`src/rtl/spi_adc_slave.sv`:
```
// SPI slave front end of a 4-channel ADC: receives an 8-bit command, then returns
// a null bit and the selected Width-bit sample MSB first over a 24-period frame.
module spi_adc_slave #(
  parameter int unsigned Width = 12
) (
  input  logic             clk_i,
  input  logic             rst_i,
  input  logic             cs_i,
  input  logic             dclk_i,
  input  logic             mosi_i,
  input  logic [Width-1:0] ch0_i,
  input  logic [Width-1:0] ch1_i,
  input  logic [Width-1:0] ch2_i,
  input  logic [Width-1:0] ch3_i,
  output logic             miso_o,
  output logic [7:0]       cmd_o,
  output logic [1:0]       ch_o,
  output logic             done_o,
  output logic             err_o
);

  localparam int unsigned CntW = (Width > 7) ? $clog2(Width + 1) : 4;

  typedef enum logic [2:0] {IDLE, CMD, BUSY, DATA, TAIL} state_t;

  state_t           state;
  logic             cs_meta, cs_sync, cs_prev;
  logic             dclk_meta, dclk_sync, dclk_prev;
  logic             mosi_meta, mosi_sync;
  logic             rst_done, armed;
  logic [6:0]       cmd_sr;
  logic [CntW-1:0]  bit_cnt;
  logic [Width-1:0] shreg;

  logic             cs_fall, cs_rise, dclk_rise, dclk_fall;
  logic [7:0]       cmd_next;
  logic             sel_valid;
  logic [1:0]       sel_ch;
  logic [Width-1:0] sel_data;

  // Two-flop synchronizers plus one history flop for edge detection
  always_ff @(posedge clk_i or posedge rst_i) begin
    if (rst_i) begin
      cs_meta   <= 1'b1;
      cs_sync   <= 1'b1;
      cs_prev   <= 1'b1;
      dclk_meta <= 1'b0;
      dclk_sync <= 1'b0;
      dclk_prev <= 1'b0;
      mosi_meta <= 1'b0;
      mosi_sync <= 1'b0;
    end else begin
      cs_meta   <= cs_i;
      cs_sync   <= cs_meta;
      cs_prev   <= cs_sync;
      dclk_meta <= dclk_i;
      dclk_sync <= dclk_meta;
      dclk_prev <= dclk_sync;
      mosi_meta <= mosi_i;
      mosi_sync <= mosi_meta;
    end
  end

  // armed blocks a cs that was already low across reset from looking like a fresh fall
  assign cs_fall   = armed & cs_prev & ~cs_sync;
  assign cs_rise   = ~cs_prev & cs_sync;
  assign dclk_rise = ~dclk_prev & dclk_sync;
  assign dclk_fall = dclk_prev & ~dclk_sync;
  assign cmd_next  = {cmd_sr, mosi_sync};

  always_comb begin
    sel_valid = 1'b1;
    sel_ch    = 2'd0;
    case (cmd_next[6:4])
      3'b001:  sel_ch = 2'd0;
      3'b101:  sel_ch = 2'd1;
      3'b010:  sel_ch = 2'd2;
      3'b110:  sel_ch = 2'd3;
      default: sel_valid = 1'b0;
    endcase
    sel_valid = sel_valid & cmd_next[7];
    case (sel_ch)
      2'd0:    sel_data = ch0_i;
      2'd1:    sel_data = ch1_i;
      2'd2:    sel_data = ch2_i;
      default: sel_data = ch3_i;
    endcase
  end

  always_ff @(posedge clk_i or posedge rst_i) begin
    if (rst_i) begin
      state    <= IDLE;
      rst_done <= 1'b0;
      armed    <= 1'b0;
      cmd_sr   <= '0;
      bit_cnt  <= '0;
      shreg    <= '0;
      miso_o   <= 1'b0;
      cmd_o    <= 8'h00;
      ch_o     <= 2'd0;
      done_o   <= 1'b0;
      err_o    <= 1'b0;
    end else begin
      done_o   <= 1'b0;
      err_o    <= 1'b0;
      rst_done <= 1'b1;
      if (rst_done && cs_meta && cs_sync) armed <= 1'b1;
      if (state != IDLE && cs_rise) begin
        err_o  <= 1'b1;
        miso_o <= 1'b0;
        state  <= IDLE;
      end else begin
        case (state)
          IDLE: begin
            miso_o <= 1'b0;
            if (cs_fall) begin
              bit_cnt <= '0;
              state   <= CMD;
            end
          end
          CMD: if (dclk_rise) begin
            cmd_sr  <= cmd_next[6:0];
            bit_cnt <= bit_cnt + CntW'(1);
            if (bit_cnt == CntW'(7)) begin
              cmd_o <= cmd_next;
              if (sel_valid) begin
                ch_o  <= sel_ch;
                shreg <= sel_data;
              end else begin
                err_o <= 1'b1;
                shreg <= '0;
              end
              state <= BUSY;
            end
          end
          BUSY: if (dclk_fall) begin
            miso_o  <= 1'b0;
            bit_cnt <= '0;
            state   <= DATA;
          end
          DATA: if (dclk_fall) begin
            miso_o  <= shreg[Width-1];
            shreg   <= {shreg[Width-2:0], 1'b0};
            bit_cnt <= bit_cnt + CntW'(1);
            if (bit_cnt == CntW'(Width - 1)) begin
              bit_cnt <= '0;
              state   <= TAIL;
            end
          end
          // First TAIL rise samples the last data bit, the next three close the frame
          TAIL: begin
            if (dclk_fall) miso_o <= 1'b0;
            if (dclk_rise) begin
              bit_cnt <= bit_cnt + CntW'(1);
              if (bit_cnt == CntW'(3)) begin
                done_o <= 1'b1;
                state  <= IDLE;
              end
            end
          end
          default: state <= IDLE;
        endcase
      end
    end
  end

endmodule

```
`config.mk`:
```
export PLATFORM = sky130hd
export DESIGN_NAME = spi_adc_slave
export DESIGN_NICKNAME = d
export VERILOG_FILES = /design/src/rtl/spi_adc_slave.sv
export SDC_FILE = /design/constraint.sdc
export NUM_CORES = 1
export LEC_CHECK = 0
export ABC_CLOCK_PERIOD_IN_PS = 2400
export BUFFER_PORTS_ARGS = -buffer_cell sky130_fd_sc_hd__buf_2
export CORE_MARGIN = 3
export CORE_UTILIZATION = 45
export CTS_CLUSTER_SIZE = 28
export DETAILED_ROUTE_END_ITERATION = 10
export PLACE_DENSITY = 0.72
export SLEW_MARGIN = 20
export SYNTH_ARGS = -nofsm -noshare
export SYNTH_HDL_FRONTEND = slang
export SYNTH_SLANG_ARGS = --single-unit
export TNS_END_PERCENT = 10
```
`constraint.sdc`:
```
create_clock -name clk_i -period 2.4 [get_ports clk_i]
set_input_delay 0.48 -clock clk_i [delete_from_list [all_inputs] [get_ports clk_i]]
set_output_delay 0.48 -clock clk_i [all_outputs]
set_load 0.02 [all_outputs]
```
# == Word-level counts from Yosys, hierarchy flattened ==
# Index checks and enable logic that the tools add are counted.
# totals
reg_bits,49
in_bits,53
output_inout_bits,13
elab_cells,115
# classes
addsub,1
n_eq_ne,28
n_mux,37
bitwise_logic,11
n_reduce_logical,19
# op_table
cell,count
12-bit 2-to-1 mux,4
12-bit one-hot mux with 3 select lines,1
3-bit 2-to-1 mux,9
"3-bit != test, second input constant",8
12-bit one-hot mux with 2 select lines,1
4-bit 2-to-1 mux,5
4-bit one-hot mux with 4 select lines,1
3-bit one-hot mux with 5 select lines,1
1-bit 2-to-1 mux,13
"2-bit != test, second input constant",5
5-bit AND reduction,2
"3-bit by 2-bit == test with 1-bit output, second input constant",3
"3-bit == test, second input constant",3
8-bit AND reduction,1
4-bit nonzero test,2
1-bit bitwise AND,6
"3-bit by 1-bit == test with 1-bit output, second input constant",2
2-bit one-hot mux with 3 select lines,1
3-bit AND reduction,2
6-bit AND reduction,1
1-bit NOT,5
"4-bit by 1-bit adder with 4-bit output, second input constant",1
"4-bit by 2-bit == test with 1-bit output, second input constant",1
"4-bit by 3-bit == test with 1-bit output, second input constant",1
14 further kinds,17

# == Logic depth before layout (Yosys ltp) ==
# Gate-level depths: netlist (run 1).
# logic_depth
ltp_word,9
depth_mapped,7
depth_no_buf,6

# == Least setup slack after synthesis (run 1) ==
# Ideal clock, no wire load.
# synth_timing
path_kind,flip-flop to flip-flop
startpoint,register bit_cnt[0]
endpoint,register cmd_o[0]
setup_time_ns,0.125
arrival_ns,1.424
required_ns,2.275
setup_slack_ns,0.851
path_stages_with_launch,7
n_path_buf,1
period_less_slack_ns,1.549
path_cell_list,dfrtp_1 > ha_1 > nand4bb_2 > nor2_4 > nand2_2 > buf_6 > mux2_4
# synth_via
elab_chain_len,2
# synth_lines
item,line,source
"start, declared",32,logic [CntW-1:0] bit_cnt;
"start signal, assigned",123,bit_cnt <= bit_cnt + CntW'(1);
"start signal, assigned",144,bit_cnt <= bit_cnt + CntW'(1);
"start signal, assigned",154,bit_cnt <= bit_cnt + CntW'(1);
4-bit by 3-bit == test with 1-bit output,124,if (bit_cnt == CntW'(7)) begin
4-bit AND reduction (no source line),-,
"end signal, assigned",125,cmd_o <= cmd_next;
"end, declared",16,"output logic [7:0] cmd_o,"
# No other way between the ends.
# A chain may end at the register's enable or synchronous reset.

# == Worst setup path in the final report (run 1) ==
# layout_timing
startpoint,register bit_cnt[0]
endpoint,register shreg[5]
# layout_via
elab_chain_len,3
# layout_lines
item,line,source
4-bit by 3-bit == test with 1-bit output,124,
2-bit != test (no source line),-,
5-bit AND reduction (no source line),-,
"end signal, assigned",128,shreg <= sel_data;
"end signal, assigned",143,"shreg <= {shreg[Width-2:0], 1'b0};"
"end, declared",33,logic [Width-1:0] shreg;
# No other way between the ends.

==> results of run 1 <==
final cells by class:
| class | count | area, µm² |
|---|---|---|
| repair buffers | 73 | 398 |
| flip-flops and latches | 49 | 1230 |
| well taps | 72 | 90.1 |
| fillers | 494 | 2460 |
| clock inverters | 3 | 47.5 |
| inverters | 7 | 26.3 |
| clock buffers | 5 | 68.8 |
| multi-input cells | 193 | 1350 |
worst min path at each step:
stage	startpoint	end	slack, ns	depth (start not counted)
floorplan	dclk_meta$_DFF_PP0_	dclk_sync$_DFF_PP0_	0.33	0
global placement	mosi_meta$_DFF_PP0_	mosi_sync$_DFF_PP0_	0.33	0
detailed placement	mosi_meta$_DFF_PP0_	mosi_sync$_DFF_PP0_	0.34	0
CTS	rst_i	bit_cnt[2]$_DFFE_PP0P_	0.19	2
global route	rst_i	bit_cnt[2]$_DFFE_PP0P_	0.20	2
finish	rst_i	bit_cnt[2]$_DFFE_PP0P_	0.17	2
metrics by stage:
stage / instances / cell area, µm²
floorplan: 265 / 2720
global placement: 394 / 3100
detailed placement: 394 / 3100
CTS: 402 / 3210
global route: 402 / 3210
finish: 402 / 3210
metal layers:
layer,vias to the layer above,track usage (%),wire [µm]
li1,1089,-,-
met1,1018,24.4,2760
met2,44,25.5,2570
met3,9,4.05,272
met4,0,5.85,78
met5,-,0,0
power breakdown:
| group | internal [mW] | switching, mW | leakage [nW] | total [mW] |
|---|---|---|---|---|
| sequential | 0.890 | 0.0717 | 0.591 | 0.961 |
| clock | 0.318 | 0.286 | 0.0591 | 0.604 |
| combinational | 0.261 | 0.293 | 0.843 | 0.554 |
cells by family (layout without fill, tap and decap cells):
family	count (synthesis)	after routing
buf+inv	23	88
simple gates	83	83
fa+ha+maj	1	1
flops	49	49
compound gates	68	68
xor+xnor	1	1
mux	39	39
other cells	1	1
critical path, delay by kind of cell (launching register included):
family	cells	cell delay, ns
flip-flops	1	0.38
AO/OA/AOI/OAI	1	0.21
AND/OR/NAND/NOR	2	0.58
multiplexers	1	0.41
adder cells (fa/ha/maj)	1	0.27
sequential cells by signal, indices dropped and copies added, names as in the netlist, 2 cells and up:
| name | cells |
|---|---|
| bit_cnt | 4 |
| ch_o | 2 |
| cmd_o | 8 |
| cmd_sr | 7 |
| shreg | 12 |
| state | 3 |
cells in the final DEF (no fill, tap or decap), types with 3 or more instances in the layout:
| cell type | n |
|---|---|
| sky130_fd_sc_hd__buf_2 | 65 |
| sky130_fd_sc_hd__dfrtp_1 | 46 |
| sky130_fd_sc_hd__nor2_1 | 30 |
| sky130_fd_sc_hd__mux2i_1 | 22 |
| sky130_fd_sc_hd__nand2_1 | 21 |
| sky130_fd_sc_hd__o22ai_1 | 13 |
| sky130_fd_sc_hd__o21ai_1 | 12 |
| sky130_fd_sc_hd__mux2_2 | 10 |
| sky130_fd_sc_hd__a22oi_1 | 10 |
| sky130_fd_sc_hd__o21ai_0 | 8 |
| sky130_fd_sc_hd__a21oi_1 | 7 |
| sky130_fd_sc_hd__mux2_4 | 7 |
| sky130_fd_sc_hd__buf_4 | 7 |
| sky130_fd_sc_hd__nand2b_1 | 6 |
| sky130_fd_sc_hd__inv_1 | 6 |
| sky130_fd_sc_hd__nand3b_1 | 5 |
| sky130_fd_sc_hd__clkbuf_8 | 5 |
| sky130_fd_sc_hd__nand3_1 | 3 |
| sky130_fd_sc_hd__or2_1 | 3 |
| sky130_fd_sc_hd__dfstp_2 | 3 |
==> flow_metrics.env, run 1 <==
export IMPL_post_route_drc_count=0
export IMPL_timing_max_cap_violations=0
export IMPL_port_buffers=65
export IMPL_die_w_um=83.8
export IMPL_drive_above_1_share_pct=35.2
export IMPL_synth_compound_gate_area_share_pct=16.5
export IMPL_post_synth_fa_ha_maj_area_fraction_pct=0.460
export IMPL_cp_required_ns=2.59
export IMPL_leak_pwr_nw=1.49
export IMPL_syn_num_nets=319
export IMPL_endpoint="shreg[5]$_DFFE_PP0P_"
export IMPL_cp_slowest_cell="sky130_fd_sc_hd__mux2_2"
export IMPL_tritoncts="done"
export IMPL_rsz0062_at_grt="false"
export IMPL_power_density_nw_per_um2=659
export IMPL_max_slew_margin_rel_pct=60.8
export IMPL_num_antenna_cells=0
export IMPL_route_final_wire_length_mm=5.68
export IMPL_grt_pass1_wl_mm=9.98
export IMPL_whs_ns=0.173
export IMPL_outcome="complete, no violations"
export IMPL_drt_pass1_iterations=4
export IMPL_layout_nets=383
export IMPL_cts_reportedPaths_clkPinSlew_ns=0.10
export IMPL_synth_area_per_cell_um2=10.3
export IMPL_yosys_top_cells_area="sky130_fd_sc_hd__dfrtp_1 42%, sky130_fd_sc_hd__mux2i_1 8.1%, sky130_fd_sc_hd__mux2_2 4.1%, sky130_fd_sc_hd__nor2_1 4.1%, sky130_fd_sc_hd__mux2_4 3.9%"
export IMPL_max_slew_worst_pin_slew_ns=0.587
export IMPL_worst_r2r_startpoint="bit_cnt[0]$_DFFE_PP0P_"
export IMPL_cts_sinks=49
export IMPL_drt_first_iter_violations=89
export IMPL_floorplan_die_height_um=83.8
export IMPL_detail_route_vias_per_cell=5.37
export IMPL_timing_setup_tns_ns=0
export IMPL_post_route_min_period_ns=1.95
export IMPL_cts_resized=0
export IMPL_fin_util_pct=56.6
export IMPL_numCtsBuffers=5
export IMPL_growth_of_design_area_from_synthesis_to_finish_pct=18.1
export IMPL_grt_max_degree=28
export IMPL_setup_worst_path_start_class="register"
export IMPL_antenna_found_initial=0
export IMPL_critical_path_cell_chain="ha_1 > nand4bb_2 > o21ai_0 > nand2_1 > mux2_2"
export IMPL_synth_largest_type_area_fraction_pct=42.3
export IMPL_routedWlPerCell_um=14.1
export IMPL_proportion_of_synthesized_flip_flops_having_asynchronous_set_or_reset_pct=100
export IMPL_design_core_area_um2=5680
export IMPL_crit_fanout=19
export IMPL_synth_ff_latch_count=49
export IMPL_place_detailed_hpwl_mm=4.35
export IMPL_min_period_over_period_pct=81.1
export IMPL_htreeDepth=2
export IMPL_worst_r2r_endpoint="shreg[5]$_DFFE_PP0P_"
export IMPL_cts_hold_repair_buffers=0
export IMPL_post_synth_instance_area_um2=2720
export IMPL_report_final_slew_viol_count=0
export IMPL_synth_mux_area_fraction_pct=16.1
export IMPL_yosys_warnings=0
export IMPL_globalRoute_totalOverflow=0
export IMPL_reg2reg_setup_slack_ns=0.45
export IMPL_postSynthCellCount=265
export IMPL_reg2reg_depth=5
export IMPL_clock_skew_final_ns=0.0129
export IMPL_largest_family_of_logic_cells_by_synthesized_area="compound AO/OA/AOI/OAI gates"
export IMPL_clk_path_buf_depth=2
export IMPL_floorplan_initialDensity_pct=48.0
export IMPL_yosys_area_share_xor_xnor_pct=0.322
export IMPL_fp_dieArea_um2=7020
export IMPL_detailedPlace_worstSlack_ns=0.475
export IMPL_hp_class="in -> async"
export IMPL_synth_seq_area_share_pct=45.2
export IMPL_most_repeated_cell_in_the_gate_level_netlist_after_synthesis="sky130_fd_sc_hd__dfrtp_1"
export IMPL_clock_insertion_delay_worst_skew_ns=0.31
export IMPL_report_power_total_mw=2.12
export IMPL_cts_repair_timing_setup_buffer_count=0
export IMPL_fin_worst_setup_slack_ns=0.454
export IMPL_synth_edff_count=0
export IMPL_detail_route_antenna_nets=0
export IMPL_setup_violations_final=0
export IMPL_gp_congestion=0.901
export IMPL_crit_type="reg -> reg"
export IMPL_ys_top_cells_by_count="46 x sky130_fd_sc_hd__dfrtp_1, 30 x sky130_fd_sc_hd__nor2_1, 22 x sky130_fd_sc_hd__mux2i_1, 21 x sky130_fd_sc_hd__nand2_1, 13 x sky130_fd_sc_hd__o22ai_1"
export IMPL_vdd_drop_max_v=0.000325
export IMPL_io_pins=66
export IMPL_yosysTopAreaCell="sky130_fd_sc_hd__dfrtp_1"
export IMPL_setup_worst_path_end_class="register"
export IMPL_critical_path_s_largest_stage_delay_ns=0.41
export IMPL_rows=27
export IMPL_synth_simple_area_share_pct=16.3
export IMPL_grt_total_usage_pct=17.1
export IMPL_achievable_frequency_mhz=514
export IMPL_vias=2160
export IMPL_timing_hold_violations_final=0
export IMPL_first_global_vias=2115
export IMPL_cp_data_arrival_time_ns=2.14
export IMPL_synth_distinct_cells=49
export IMPL_worstSetupStartpoint="bit_cnt[0]$_DFFE_PP0P_"
export IMPL_clockRootBuffer="sky130_fd_sc_hd__clkbuf_8"
export IMPL_synth_ff_type="sky130_fd_sc_hd__dfrtp_1"
(Power assumes the default switching activity.)
==> run 2: changes to the inputs <==
Settings changed: ABC_AREA from default to 1, ABC_CLOCK_PERIOD_IN_PS 2400 to 1550, PLACE_DENSITY 0.72 to 0.75.
Clock period 2.4 ns to 1.55 ns, I/O delays scaled along.
==> run 2 against run 1 <==
Design area rose by 9.8%. Register-to-register slack got worse by 0.42 ns. Maximum frequency rose by 28%. Non-clock buffer count rose by 20. Area after synthesis rose by 0.46%. Clock-buffer cell count did not move. Sequential share of layout area fell by 3.3 points. Critical path depth rose by 6. First-iteration DRC count rose by 6.7%. Routed wire length rose by 25%. Total power rose by 130%.
==> flow_metrics.env, run 2 <==
export IMPL_drive_above_1_share_pct=38.1
export IMPL_grt_total_usage_pct=20.4
export IMPL_die_w_um=84.0
export IMPL_largest_family_of_logic_cells_by_synthesized_area="simple AND/OR/NAND/NOR gates"
export IMPL_synth_simple_area_share_pct=38.0
export IMPL_cp_data_arrival_time_ns=1.77
export IMPL_reg2reg_depth=11
export IMPL_io_pins=66
export IMPL_largest_register_ffs=12
export IMPL_yosys_warnings=0
export IMPL_synth_mux_area_fraction_pct=0
export IMPL_synth_ff_type="sky130_fd_sc_hd__dfrtp_1"
export IMPL_n_fill_cell=513
export IMPL_total_switching_power_mw=2.07
export IMPL_power_share_combinational_pct=45.5
export IMPL_hp_class="in -> reg"
export IMPL_clockRootBuffer="sky130_fd_sc_hd__clkbuf_8"
export IMPL_numCtsBuffers=5
export IMPL_layout_nets=497
export IMPL_clk_path_buf_depth=2
export IMPL_drt_first_iter_violations=95
export IMPL_synth_largest_type_area_fraction_pct=42.1
export IMPL_cp_required_ns=1.80
export IMPL_register_name_with_the_most_flops="shreg"
export IMPL_postSynthCellCount=356
export IMPL_cts_sinks=49
export IMPL_timing_setup_tns_ns=0
export IMPL_critical_path_cell_chain="inv_2 > nand2_2 > buf_4 > nand2_4 > nand2_4 > nor2_4 > buf_4 > nand3_1 > nand2_1 > nand2_1 > nand2_1"
export IMPL_setup_worst_path_start_class="register"
export IMPL_power_density_nw_per_um2=1370
export IMPL_cp_slowest_cell="sky130_fd_sc_hd__dfrtp_1"
export IMPL_post_synth_instance_area_um2=2740
export IMPL_crit_fanout=6
export IMPL_syn_num_nets=410
export IMPL_report_power_total_mw=4.82
export IMPL_reg2reg_setup_slack_ns=0.03
export IMPL_growth_of_design_area_from_synthesis_to_finish_pct=29.0
export IMPL_synth_ff_latch_count=49
export IMPL_timing_hold_violations_final=0
export IMPL_vias=2674
export IMPL_gp_congestion=0.977
export IMPL_yosysTopAreaCell="sky130_fd_sc_hd__dfrtp_1"
export IMPL_pwr_share_clk_pct=16.2
export IMPL_num_antenna_cells=0
export IMPL_post_route_min_period_ns=1.52
export IMPL_endpoint="shreg[5]$_DFFE_PP0P_"
export IMPL_synth_edff_count=0
export IMPL_sw_share_pct=42.9
export IMPL_rsz0062_at_grt="true"
export IMPL_grt_pass1_wl_mm=11.8
export IMPL_port_buffers=65
export IMPL_drt_pass1_iterations=5
export IMPL_htreeDepth=2
export IMPL_route_final_wire_length_mm=7.10
export IMPL_yosys_top_cells_area="sky130_fd_sc_hd__dfrtp_1 42%, sky130_fd_sc_hd__nand2_1 17%, sky130_fd_sc_hd__nand3_1 9.7%, sky130_fd_sc_hd__o21ai_0 4.8%, sky130_fd_sc_hd__dfstp_2 2.9%"
export IMPL_achievable_frequency_mhz=658
export IMPL_worst_r2r_startpoint="cmd_sr[3]$_DFFE_PP0P_"
export IMPL_setup_worst_path_end_class="register"
export IMPL_rows=27
export IMPL_proportion_of_synthesized_flip_flops_having_asynchronous_set_or_reset_pct=100
export IMPL_synth_area_per_cell_um2=7.68
export IMPL_mostFrequentLayoutCell="sky130_fd_sc_hd__nand2_1"
export IMPL_clock_insertion_delay_worst_skew_ns=0.31
export IMPL_floorplan_die_height_um=84.0
export IMPL_floorplan_initialDensity_pct=47.9
export IMPL_min_period_over_period_pct=98.1
export IMPL_most_repeated_cell_in_the_gate_level_netlist_after_synthesis="sky130_fd_sc_hd__nand2_1"
export IMPL_vdd_drop_max_v=0.000831
export IMPL_grt_max_degree=22
export IMPL_fp_dieArea_um2=7050
export IMPL_clock_skew_final_ns=0.0112
export IMPL_crit_path_frequent_cell="sky130_fd_sc_hd__nand2_1"
export IMPL_ys_top_cells_by_count="121 x sky130_fd_sc_hd__nand2_1, 53 x sky130_fd_sc_hd__nand3_1, 46 x sky130_fd_sc_hd__dfrtp_1, 26 x sky130_fd_sc_hd__o21ai_0, 21 x sky130_fd_sc_hd__inv_1"
export IMPL_globalRoute_totalOverflow=0
export IMPL_tritoncts="done"
export IMPL_mostFrequentLayoutCells="113 x sky130_fd_sc_hd__nand2_1, 65 x sky130_fd_sc_hd__buf_2, 48 x sky130_fd_sc_hd__nand3_1, 43 x sky130_fd_sc_hd__dfrtp_1, 26 x sky130_fd_sc_hd__o21ai_0"
export IMPL_timing_max_cap_violations=0
export IMPL_routedWlPerCell_um=13.8
export IMPL_worst_r2r_endpoint="shreg[5]$_DFFE_PP0P_"
export IMPL_synth_distinct_cells=34
export IMPL_report_final_slew_viol_count=0
export IMPL_crit_type="reg -> reg"
export IMPL_worstSetupStartpoint="cmd_sr[3]$_DFFE_PP0P_"
export IMPL_seqPwrFrac_pct=38.3
export IMPL_post_route_drc_count=0
export IMPL_setup_violations_final=0
export IMPL_synth_seq_area_share_pct=45.0
export IMPL_detail_route_antenna_nets=0
export IMPL_design_core_area_um2=5710
export IMPL_synth_compound_gate_area_share_pct=8.83
export IMPL_detail_route_vias_per_cell=5.18
export IMPL_outcome="complete, no violations"
export IMPL_antenna_found_initial=0
export IMPL_leak_pwr_nw=1.86
export IMPL_critical_path_s_largest_stage_delay_ns=0.42
export IMPL_yosys_area_share_xor_xnor_pct=0.640
export IMPL_reg_top3="shreg x12, cmd_o x8, cmd_sr x7"
export IMPL_first_global_vias=2578
export IMPL_post_synth_fa_ha_maj_area_fraction_pct=0.457
export IMPL_cts_reportedPaths_clkPinSlew_ns=0.10
export IMPL_internal_power_mw=2.75
export IMPL_place_detailed_hpwl_mm=5.33
==> run 2: cell count changes after synthesis, sizes merged, moves of 16 or more <==
cell / before / now
o21ai: 20 / 36
nand2: 23 / 129
nor2: 31 / 14
nand3: 3 / 58
mux2: 17 / 0
inv: 7 / 29
mux2i: 22 / 0
==> run 2: kinds of logic (layout without fill, tap and decap cells) <==
group                      after synthesis  in the layout
and+or+nand+nor                        220            220
DFF                                     49             49
buffers and inverters                   42            130
AOI/OAI and AO/OA                       41             41
xor gates and xnor gates                 2              2
adders and majority gates                1              1
other                                    1              1
==> run 2: worst min-delay path by stage <==
stage | startpoint | end | slack (ns) | cells past startpoint
2_1_floorplan | cs_i | cs_meta$_DFF_PP1_ | 0.31 | 0
6_report | cs_i | cs_meta$_DFF_PP1_ | 0.09 | 1
3_5_place_dp | rst_i | dclk_meta$_DFF_PP0_ | 0.31 | 2
4_1_cts | cs_i | cs_meta$_DFF_PP1_ | 0.09 | 1
3_3_place_gp | rst_i | dclk_meta$_DFF_PP0_ | 0.31 | 2
5_1_grt | cs_i | cs_meta$_DFF_PP1_ | 0.07 | 1
==> run 2: final cells by class <==
cell class                 instances  area, µm²  share of cell area (%)
multi-input combinational        265       1440                    40.9
clock buffer                       5       68.8                    1.95
tap                               72       90.1                    2.55
inverter                          29        114                    3.23
sequential                        49       1230                    35.0
timing repair buffer              93        558                    15.8
clock inverter                     3       21.3                   0.603
==> run 2: stage by stage <==
stage	worst slack (ns)	instance area, µm²	std cells	hold WS [ns]	util [%]
final	0.0297	3530	516	0.0899	61.8
after floorplan	0.0721	2740	356	0.314	-
after detailed placement	0.00335	3250	502	0.306	56.9
after CTS	0.00915	3350	511	0.0878	58.7
after global placement	0.0460	3250	502	0.308	56.9
after global routing	-0.0520	3530	516	0.0719	61.8
==> run 2: timing repair <==
| action | in CTS | in global routing |
|---|---|---|
| endpoints found under the setup margin | 8 | 31 |
| gates resized for setup | 2 | 39 |
| hold buffers | 1 | 0 |
| gates cloned | 0 | 1 |
| setup buffers | 0 | 4 |
| endpoints found under the hold margin | 12 | 0 |
| pin swaps | 1 | 9 |
==> run 2: power by group through the flow <==
| stage | Clock (mW) | Combinational, mW | Sequential [mW] |
|---|---|---|---|
| 2_1_floorplan | 0 | 1.42 | 1.80 |
| 4_1_cts | 0.788 | 1.95 | 1.81 |
| 5_1_grt | 0.853 | 2.47 | 1.89 |
| 3_5_place_dp | 0 | 1.94 | 1.83 |
| 3_3_place_gp | 0 | 1.88 | 1.82 |
| 6_report | 0.780 | 2.19 | 1.85 |
==> run 2: routing by layer <==
| layer | share of wire (%) | GRT usage [%] | up-vias |
|---|---|---|---|
| met5 | 0 | 0 | - |
| met4 | 2.4 | 5.70 | 0 |
| met3 | 7.1 | 4.64 | 20 |
| met2 | 49 | 35.1 | 108 |
| met1 | 41 | 25.6 | 1216 |
| li1 | - | - | 1330 |
==> run 2: worst max-delay path: cells and delay by family, from the launching register on <==
kind	cells	cell delay (ns)
flip-flops	1	0.42
AND/OR/NAND/NOR	8	0.61
buffers and inverters	3	0.44
==> run 3: changes to the inputs <==
Settings changed: CORE_ASPECT_RATIO from default to 1.1.
==> run 3 against run 2 <==
Cell count rose by 2.3%. Sequential power barely moved. Total power rose by 3.9%.
==> flow_metrics.env, run 3 (synthesis results as in run 2) <==
export IMPL_rsz0062_at_grt="true"
export IMPL_final_cell_area_um2=3600
export IMPL_fp_dieArea_um2=7050
export IMPL_vias=2713
export IMPL_final_cell_count_no_fill=528
export IMPL_drt_first_iter_violations=134
export IMPL_min_period_over_period_pct=96.7
export IMPL_vdd_drop_max_v=0.000614
export IMPL_wl_met2_mm=3.70
export IMPL_port_buffers=65
export IMPL_achievable_frequency_mhz=667
export IMPL_reg_top3="shreg x12, cmd_o x8, cmd_sr x7"
export IMPL_io_pins=66
export IMPL_n_fill_cell=505
export IMPL_timing_max_cap_violations=0
export IMPL_floorplan_initialDensity_pct=46.8
export IMPL_gp_congestion=0.958
export IMPL_layout_nets=504
export IMPL_whs_ns=0.0231
export IMPL_htreeDepth=2
export IMPL_clock_insertion_delay_worst_skew_ns=0.31
export IMPL_endpoint="state[1]$_DFFE_PP0P_"
export IMPL_outcome="complete, no violations"
export IMPL_cts_reportedPaths_clkPinSlew_ns=0.11
export IMPL_dr_wl_met3_um=444
export IMPL_numCtsBuffers=5
export IMPL_power_density_nw_per_um2=1390
export IMPL_setup_worst_path_end_class="register"
export IMPL_antenna_found_initial=0
export IMPL_route_layer_met1_wl_mm=3.09
export IMPL_detail_route_vias_per_cell=5.14
export IMPL_mostFrequentLayoutCell="sky130_fd_sc_hd__nand2_1"
export IMPL_detail_route_antenna_nets=0
export IMPL_floorplan_die_height_um=87.8
export IMPL_clockRootBuffer="sky130_fd_sc_hd__clkbuf_8"
export IMPL_grt_max_degree=50
export IMPL_first_global_vias=2704
export IMPL_cp_required_ns=1.75
export IMPL_crit_fanout=5
export IMPL_timing_setup_tns_ns=0
export IMPL_postPlaceCellArea_um2=3320
export IMPL_clk_path_buf_depth=2
export IMPL_worst_r2r_endpoint="state[1]$_DFFE_PP0P_"
export IMPL_leak_pwr_nw=1.89
export IMPL_die_w_um=80.3
export IMPL_drive_above_1_share_pct=38.1
export IMPL_drt_pass1_iterations=4
export IMPL_reg2reg_setup_slack_ns=0.05
export IMPL_cp_data_arrival_time_ns=1.70
export IMPL_crit_type="reg -> reg"
export IMPL_globalRoute_totalOverflow=0
export IMPL_setup_violations_final=0
export IMPL_timing_hold_violations_final=0
export IMPL_rows=29
export IMPL_route_final_wire_length_mm=7.48
export IMPL_routedWlPerCell_um=14.2
export IMPL_post_route_drc_count=0
export IMPL_clock_skew_final_ns=0.0122
export IMPL_worst_r2r_startpoint="cs_sync$_DFF_PP1_"
export IMPL_setup_worst_path_start_class="register"
export IMPL_top_layer="met4"
export IMPL_place_detailed_hpwl_mm=5.49
export IMPL_growth_of_design_area_from_synthesis_to_finish_pct=31.7
export IMPL_register_name_with_the_most_flops="shreg"
export IMPL_placed_cells_incl_taps=512
export IMPL_grt_pass1_wl_mm=12.1
export IMPL_mostFrequentLayoutCells="114 x sky130_fd_sc_hd__nand2_1, 65 x sky130_fd_sc_hd__buf_2, 50 x sky130_fd_sc_hd__nand3_1, 44 x sky130_fd_sc_hd__dfrtp_1, 27 x sky130_fd_sc_hd__buf_4"
export IMPL_hp_class="in -> async"
export IMPL_largest_register_ffs=12
export IMPL_design_core_area_um2=5840
export IMPL_report_final_slew_viol_count=0
export IMPL_tritoncts="done"
export IMPL_grt_total_usage_pct=22.0
export IMPL_num_antenna_cells=0
export IMPL_worstSetupStartpoint="cs_sync$_DFF_PP1_"
export IMPL_cts_sinks=49
export IMPL_post_route_min_period_ns=1.50
export IMPL_reg2reg_depth=10
run 3: cell type report:
class                      instances  area, µm²  area share [%]
multi-input combinational        266       1420            39.3
tap                               77       96.3            2.67
timing repair buffer              98        636            17.6
inverter                          29        118            3.26
clock buffer                       5       68.8            1.91
sequential                        49       1230            34.2
clock inverter                     3       28.8           0.799
timing repair inverter             1       7.51           0.208
run 3: metal layers:
metal	global-route usage, %	vias up
met1	27.6	1251
met3	4.53	22
met2	36.2	101
li1	-	1339
met4	10.4	0
met5	0	-
run 3: through the flow:
step	power, mW	worst slack (ns)	utilization, %
after floorplan	3.22	0.0721	-
after global placement	3.89	0.0119	56.8
after detailed placement	3.95	-0.0267	56.8
after CTS	4.79	0.00262	58.6
after global routing	5.38	-0.0641	61.7
final	5.00	0.0508	61.7
run 3: repair_timing:
action / CTS / global route
gates resized for setup: 3 / 31
setup endpoints to repair: 12 / 30
hold buffers: 0 / 0
pin swaps: 0 / 6
cloned: 0 / 3
setup buffers: 0 / 5
run 3: worst min path at each step:
stage                   startpoint              endpoint  cells after the start
2_1_floorplan                 cs_i     cs_meta$_DFF_PP1_                      0
3_3_place_gp   dclk_meta$_DFF_PP0_   dclk_sync$_DFF_PP0_                      0
3_5_place_dp   dclk_meta$_DFF_PP0_   dclk_sync$_DFF_PP0_                      0
4_1_cts                      rst_i  cmd_o[1]$_DFFE_PP0P_                      3
5_1_grt                      rst_i  cmd_o[7]$_DFFE_PP0P_                      3
6_report                     rst_i  cmd_o[7]$_DFFE_PP0P_                      3
run 3: critical path: stages, from the launching register on:
cell	delay, ns
sky130_fd_sc_hd__dfstp_2	0.54
sky130_fd_sc_hd__nand2_1	0.07
sky130_fd_sc_hd__inv_2	0.10
sky130_fd_sc_hd__nand2_4	0.07
sky130_fd_sc_hd__buf_4	0.13
sky130_fd_sc_hd__nand3_1	0.08
sky130_fd_sc_hd__nand2_2	0.07
sky130_fd_sc_hd__nor2_4	0.14
sky130_fd_sc_hd__nand2_2	0.08
sky130_fd_sc_hd__nand2_1	0.06
sky130_fd_sc_hd__nand2_1	0.05
run 3: power by group:
part	leakage, nW	switching (mW)	internal (mW)	total, mW
sequential	0.638	0.234	1.59	1.82
clock	0.0506	0.483	0.339	0.822
combinational	1.20	1.42	0.943	2.36
total	1.89	2.14	2.87	5.00
